`src/rtl/mrsp_pkg.sv`:
```
// Shared types for the multi-byte register snapshot reader: FSM states,
// byte-select encoding and the byte-pick helper used on the read path.
package mrsp_pkg;

  typedef enum logic [1:0] {
    IDLE    = 2'd0,
    OPEN_HI = 2'd1,
    OPEN_LO = 2'd2
  } state_e;

  localparam logic A0_HI = 1'b1;
  localparam logic A0_LO = 1'b0;

  // Selected byte zero-extended into the low half of the read bus.
  function automatic logic [15:0] pick_byte(input logic [15:0] word, input logic a0);
    return (a0 == A0_HI) ? {8'h00, word[15:8]} : {8'h00, word[7:0]};
  endfunction

endpackage

```
`src/rtl/mrsp_timeout.sv`:
```
// Saturating 8-bit idle counter; tc_o flags the increment that lands on TIMEOUT.
module mrsp_timeout #(
  parameter int unsigned TIMEOUT = 15
) (
  input  logic clk_i,
  input  logic rst_i,
  input  logic clr_i,
  input  logic inc_i,
  output logic tc_o
);

  localparam logic [8:0] TC_VAL = 9'(TIMEOUT);

  logic [7:0] count_q;

  always_ff @(posedge clk_i or posedge rst_i) begin
    if (rst_i) begin
      count_q <= 8'd0;
    end else if (clr_i) begin
      count_q <= 8'd0;
    end else if (inc_i && (count_q != 8'hFF)) begin
      count_q <= count_q + 8'd1;
    end
  end

  // Expiry coincides with the edge that makes the count equal TIMEOUT.
  assign tc_o = inc_i && !clr_i && (({1'b0, count_q} + 9'd1) == TC_VAL);

endmodule

```
`src/rtl/mrsp_reader.sv`:
```
// Coherent two-byte reader: the first byte read snapshots the live 16-bit
// value and the second byte is served from that snapshot.
//
// state   | meaning
// IDLE    | no pair open; next RD snapshots SRC_IN
// OPEN_HI | high byte returned first, low byte pending
// OPEN_LO | low byte returned first, high byte pending
module mrsp_reader
  import mrsp_pkg::*;
#(
  parameter int unsigned TIMEOUT = 15
) (
  input  logic        CLK,
  input  logic        RESET,
  input  logic [15:0] SRC_IN,
  input  logic        RD,
  input  logic        A0,
  output logic [15:0] D_OUT,
  output logic        RVALID,
  output logic [15:0] SNAP,
  output logic        HALF,
  output logic        STALE
);

  state_e      state_q;
  logic [15:0] snap_q;
  logic [15:0] dout_q;
  logic        rvalid_q;
  logic        stale_q;
  logic        open_w;
  logic        expire_w;

  assign open_w = (state_q != IDLE);

  mrsp_timeout #(
    .TIMEOUT(TIMEOUT)
  ) u_timeout (
    .clk_i(CLK),
    .rst_i(RESET),
    .clr_i(RD),
    .inc_i(open_w && !RD),
    .tc_o (expire_w)
  );

  always_ff @(posedge CLK or posedge RESET) begin
    if (RESET) begin
      state_q  <= IDLE;
      snap_q   <= 16'h0000;
      dout_q   <= 16'h0000;
      rvalid_q <= 1'b0;
      stale_q  <= 1'b0;
    end else begin
      rvalid_q <= RD;
      if (RD) begin
        stale_q <= 1'b0;
      end
      case (state_q)
        IDLE: begin
          if (RD) begin
            snap_q  <= SRC_IN;
            dout_q  <= pick_byte(SRC_IN, A0);
            state_q <= (A0 == A0_HI) ? OPEN_HI : OPEN_LO;
          end
        end
        OPEN_HI: begin
          if (RD) begin
            dout_q <= pick_byte(snap_q, A0);
            if (A0 == A0_LO) begin
              state_q <= IDLE;
            end
          end else if (expire_w) begin
            state_q <= IDLE;
            stale_q <= 1'b1;
          end
        end
        OPEN_LO: begin
          if (RD) begin
            dout_q <= pick_byte(snap_q, A0);
            if (A0 == A0_HI) begin
              state_q <= IDLE;
            end
          end else if (expire_w) begin
            state_q <= IDLE;
            stale_q <= 1'b1;
          end
        end
        default: state_q <= IDLE;
      endcase
    end
  end

  assign D_OUT  = dout_q;
  assign RVALID = rvalid_q;
  assign SNAP   = snap_q;
  assign HALF   = open_w;
  assign STALE  = stale_q;

endmodule
```
`config.mk`:
```
export PLATFORM = sky130hd
export DESIGN_NAME = mrsp_reader
export DESIGN_NICKNAME = d
export VERILOG_FILES = /design/src/rtl/mrsp_pkg.sv /design/src/rtl/mrsp_timeout.sv /design/src/rtl/mrsp_reader.sv
export SDC_FILE = /design/constraint.sdc
export NUM_CORES = 1
export LEC_CHECK = 0
export ABC_AREA = 1
export BUFFER_PORTS_ARGS = -buffer_cell sky130_fd_sc_hd__buf_2
export CORE_MARGIN = 5
export CORE_UTILIZATION = 25
export DETAILED_ROUTE_END_ITERATION = 7
export PLACE_DENSITY = 0.54
export SYNTH_ARGS = -nofsm -noshare
export SYNTH_HDL_FRONTEND = slang
export SYNTH_SLANG_ARGS = --single-unit
```
`constraint.sdc`:
```
create_clock -name CLK -period 4.7 [get_ports CLK]
set_clock_uncertainty 0.05 [all_clocks]
set_input_delay 0.47 -clock CLK [delete_from_list [all_inputs] [get_ports CLK]]
set_output_delay 0.47 -clock CLK [all_outputs]
set_load 0.01 [all_outputs]
```
* Word-level counts from Yosys, hierarchy flattened
Cells that the tools add are included.
** Cells by class
- $add $sub $neg :: 2
- Eq/ne operators :: 8
- Muxes and demuxes :: 19
- Reductions and logical operators :: 13
** Operators with widths (number)
- 16-bit 2-to-1 mux :: 2
- 8-bit 2-to-1 mux :: 4
- 16-bit one-hot mux with 2 select lines :: 1
- 2-bit 2-to-1 mux :: 7
- 8-bit by 1-bit adder with 9-bit output (second input constant) :: 1
- 9-bit by 4-bit equality test with 1-bit output (second input constant) :: 1
- 8-bit by 1-bit adder with 8-bit output (second input constant) :: 1
- 8-bit != test (second input constant) :: 1
- 3-bit != test (second input constant) :: 2
- 2-bit one-hot mux with 3 select lines :: 1
- 3-bit AND reduction :: 2
- 2-bit nonzero test :: 3
- 1-bit logical AND :: 4
- 1-bit 2-to-1 mux :: 4
- 2-bit by 1-bit equality test with 1-bit output (second input constant) :: 1
- 2-bit equality test (second input constant) :: 1
- 2-bit logical NOT :: 1
- 2-bit by 1-bit != test with 1-bit output (second input constant) :: 1
- 2-bit != test (second input constant) :: 1
- 2-bit AND reduction :: 1
- 2-bit OR reduction :: 1
- 1-bit logical NOT :: 1
** Storage, ports and cells
- Flip-flop bits (word level) :: 44
- Input port bits :: 20
- Output and inout bits :: 35
- Logic and storage cells :: 48

* Depth between registers and ports, before layout
- Depth in word-level cells :: 7
- Mapped depth :: 11
- Gate-level depth less buffers :: 11

* By module
Synthesis repeated with hierarchy kept, for this count alone.
** Second synthesis, totals
- Cells, all modules :: 295
- Area, all modules :: 2238.4 um^2
** By module, submodules not included
- mrsp_reader :: instances 1, cells an instance 217, area each 1660.3 um^2, sequential area each 700.7 um^2
- mrsp_timeout :: instances 1, cells an instance 78, area each 578.1 um^2, sequential area each 200.2 um^2

* Worst setup path before layout
OpenSTA, ideal clock, no wires.
- Path kind :: register -> register
- Start :: register u_timeout.count_q[0]
- End :: register state_q[0]
- Library setup time :: 0.116 ns
- Data arrival time :: 1.384 ns
- Data required time :: 4.534 ns
- Setup slack :: 3.150 ns
- Cell stages (with the launch flop) :: 12
- Path buffers :: 0
- Period minus slack after synthesis :: 1.550 ns
- Cell sequence :: dfrtp_1 ha_1 nand3_2 inv_1 nand2_2 nand3_2 nor2_2 nand3_2 nand2_2 nand2_2 nand2_1 nand2_1
** Between the ends
- Word-level cells in the longest chain between the ends :: 6
- Elaborated cells on any way between the ends :: 7
- Those cells by class :: 1 x add/sub; 1 x eq/ne; 4 x mux; 1 x reduce/logical
** RTL lines
- from (decl) :: line mrsp_timeout.sv:14 : logic [7:0] count_q;
- from (signal assigned) :: line mrsp_timeout.sv:22 : count_q <= count_q + 8'd1;
- 8-bit by 1-bit adder with 9-bit output (*) :: line mrsp_timeout.sv:27 : assign tc_o = inc_i && !clr_i && (({1'b0, count_q} + 9'd1) == TC_VAL);
- 9-bit by 4-bit equality test with 1-bit output (*) :: line mrsp_timeout.sv:27
- 1-bit logical AND (*) :: line mrsp_timeout.sv:27
- 2-bit 2-to-1 mux (*)
- 2-bit 2-to-1 mux (on tied branches)
- 2-bit one-hot mux with 3 select lines (*)
- to (signal assigned) :: line mrsp_reader.sv:62 : state_q <= (A0 == A0_HI) ? OPEN_HI : OPEN_LO;
- to (decl) :: line mrsp_reader.sv:25 : state_e state_q;
Mark *: on every way between the ends. The rest lies on a longest branch, timed or not.
A chain may end at the register's enable or synchronous reset.

* Final worst setup path
- Start :: register state_q[1]
- End :: register dout_q[4] (netlist: D_OUT[4])
** Between the ends
- Word-level cells in the longest chain between the ends :: 4
- Elaborated cells on any way between the ends :: 9
- Those cells by class :: 4 x eq/ne; 1 x mux; 4 x reduce/logical
** RTL lines
- 2-bit equality test or 2-bit by 1-bit equality test with 1-bit output (tied branches) :: line mrsp_reader.sv:57 : case (state_q)
- 2-bit OR reduction (no source line)
- 2-bit by 1-bit != test with 1-bit output (no source line) or 2-bit nonzero test (tied branches)
- 3-bit AND reduction (no source line)
- to (signal assigned) :: line mrsp_reader.sv:61 : dout_q <= pick_byte(SRC_IN, A0);
- to (signal assigned) :: line mrsp_reader.sv:67 : dout_q <= pick_byte(snap_q, A0);
- to (signal assigned) :: line mrsp_reader.sv:78 : dout_q <= pick_byte(snap_q, A0);
- to (decl) :: line mrsp_reader.sv:27 : logic [15:0] dout_q;
Several ways; a longest one is shown, not always the timed one.

==> results.cfg <==
[outcome]
status = finished, final reports clean

[sta]
relSlewSlack_pct = 49.3
slew_violations = 0
fmax_ghz = 0.517
min_period_ns = 1.93
whs_ns = 0.233
rsz0062_at_grt = no
fin_ws_ns = 2.77
tightestPinTransition_ns = 0.758
setup_viol = 0
tns_ns = 0
min_period_over_period_pct = 41.1
finalHoldViolations = 0

[global_routing]
grt_max_degree = 37
grt_first_pass_wirelength_mm = 8.11
antenna_found_initial = 0
grt_usage_pct = 10.5
overflow = 0
grt_pass1_vias = 1648

[cts]
cts_buffers = 5
htree_num_levels = 2
cts.sinks = 36
cts_root_buf = clkbuf_8
post_cts_buffers = 0
hold_buffers = 0
post_cts_resized = 0
cts_tree = done
clkSlewWorstSetupHoldPaths_ns = 0.07
clockBufferDepth = 2
clk_latency_ns = 0.29

[critical_path]
max_stage_delay_ns = 0.45
path_buf_inv = 2
critPathTopFamily = compound AO/OA/AOI/OAI gates
path_cells = inv_1 > ha_1 > inv_1 > a21oi_4 > nor2_1 > a31oi_1
crit_fanout = 16
cp-start-kind = flip-flop
required_ns = 4.86
end_kind = flip-flop
cp_common_cell = inv_1
critical_path.slowest_cell = ha_1
cp.arrival_ns = 2.09
r2r_slack_ns = 2.77
worstSetupPathType = flip-flop to flip-flop

[detailed_routing]
drc = 0
num_vias = 1639
wire_per_inst_um = 12.5
drt-initial-drc-count = 60
dr.pass1.iters = 4
routed_wl_mm = 4.74
antenna_left = 0
viasPerCell = 4.31

[layout]
syn2layout_area_growth_pct = 20.6
instances_no_fill = 380
nNetsFinal = 302
drive_above_1_share_pct = 27.3
antenna_cells = 0
final_area_mm2 = 0.00233
fin_util_pct = 30.5

[synth]
synth_edf_count = 0
syn_inst = 232
yosysSeqAreaShare_pct = 46.6
synth_top_area_cell = dfrtp_1
async_flop_share_pct = 100
ys_seq_elements = 36
yosysUniqueCellTypes = 23
netlist_area_mm2 = 0.00193
ys_warn_count = 0
yosysMostFrequentCell = dfrtp_1
yosys-top-cells-count = dfrtp_1, nand2_1, nor2_1, o21ai_0, inv_1
syn_avg_cell_area_um2 = 8.34
synthTopCellsByArea = dfrtp_1, o21ai_0, nand2_1, nor2_1, mux2_2
synth_top_area_share_pct = 46.6
synthFlopType = dfrtp_1

[die]
ios = 55
fp.dieH_um = 98.0
start_util_pct = 25.3
num_rows = 32
die_area_mm2 = 0.00960
core_region_area_mm2 = 0.00765
die_w_um = 98.0

[place]
place_inst = 372
port_buffers = 46
pre_cts_ws_ns = 2.73
gp_congestion = 0.811
placed_cell_area_mm2 = 0.00223
hpwl_mm = 3.55

[pwr]
p_clk_share_pct = 20.0
sequentialPowerShare_pct = 38.8
p_sw_share_pct = 39.3
leakagePower_nw = 1.13
p_comb_share_pct = 41.2
p_per_area_mw_per_mm2 = 578
p_switching_uw = 531
power_mw = 1.35
ir_drop_mv = 0.259
p_int_uw = 818

[flow_run]
maxCapViolCount = 0

[worst_hold_path]
min_path_type = input pin to async pin
==> registers in the layout, indices dropped and copies added (netlist names) <==
name,flops
u_timeout.count_q,8
RVALID,1
state_q,2
SNAP,16
STALE,1
D_OUT,8
==> worst reg2reg max path, cell delays in order, from the launching register on <==
cell and delay (ns):
dfrtp_1 0.37, inv_1 0.07, ha_1 0.45, inv_1 0.27
a21oi_4 0.42, nor2_1 0.08, a31oi_1 0.14
==> cell families (layout without fill, tap and decap cells) <==
group,count (synthesis),after routing,share of synthesized area [%]
multiplexers,8,8,4.66
buffers and inverters,40,79,9.83
XOR/XNOR,2,2,0.906
AO/OA/AOI/OAI,51,51,14.6
other,1,8,0.194
adder cells (fa/ha/maj),5,5,3.23
flip-flops,36,36,46.6
AND/OR/NAND/NOR,89,89,20.1
==> cell type report <==
| cell class | count | area (um^2) |
|---|---|---|
| Fill cell | 817 | 5310 |
| Timing Repair Buffer | 47 | 238 |
| Clock inverter | 2 | 35.0 |
| Clock buffer | 6 | 72.6 |
| Multi-Input combinational cell | 163 | 870 |
| Sequential cell | 36 | 901 |
| Inverter | 24 | 90.1 |
| Tap cell | 102 | 128 |
==> cells in the final DEF (no fill, tap or decap), types with 2 or more instances in the layout <==
cell,n
a21oi_1,8
a31oi_1,8
buf_2,46
clkbuf_8,5
conb_1,8
dfrtp_1,36
ha_1,5
inv_1,23
mux2_2,8
nand2_1,35
nand2_2,5
nand3_1,12
nand3_2,3
nor2_1,31
nor2_2,3
o21ai_0,30
o21ai_1,2
xor2_1,2
==> power groups by stage <==
stage                     clock network, mW  registers [mW]  logic, mW
after floorplan                           0           0.560      0.340
after global placement                    0           0.533      0.559
after detailed placement                  0           0.531      0.569
after CTS                             0.276           0.526      0.569
after global routing                  0.291           0.544      0.634
final                                 0.269           0.524      0.556
==> per-layer routing <==
| layer | routed length, um | vias to the layer above | track usage, % | part of all wire, % |
|---|---|---|---|---|
| met5 | 0 | - | 0 | 0 |
| met1 | 2150 | 764 | 13.2 | 45 |
| met3 | 283 | 4 | 4.00 | 6.0 |
| li1 | - | 832 | - | - |
| met2 | 2260 | 39 | 16.9 | 48 |
| met4 | 49 | 0 | 2.88 | 1.0 |
==> final timing paths <==
check / startpoint / endpoint / depth (start not counted)
max: state_q[1] / D_OUT[4] / 6
min reg2reg: state_q[1] / state_q[1] / 2
min in group CLK: RD / RVALID / 1
min: RESET / u_timeout.count_q[5] / 3
max in group asynchronous: RESET / D_OUT[4] / 3
max reg2reg: state_q[1] / D_OUT[4] / 6
(Power assumes the default switching activity.)
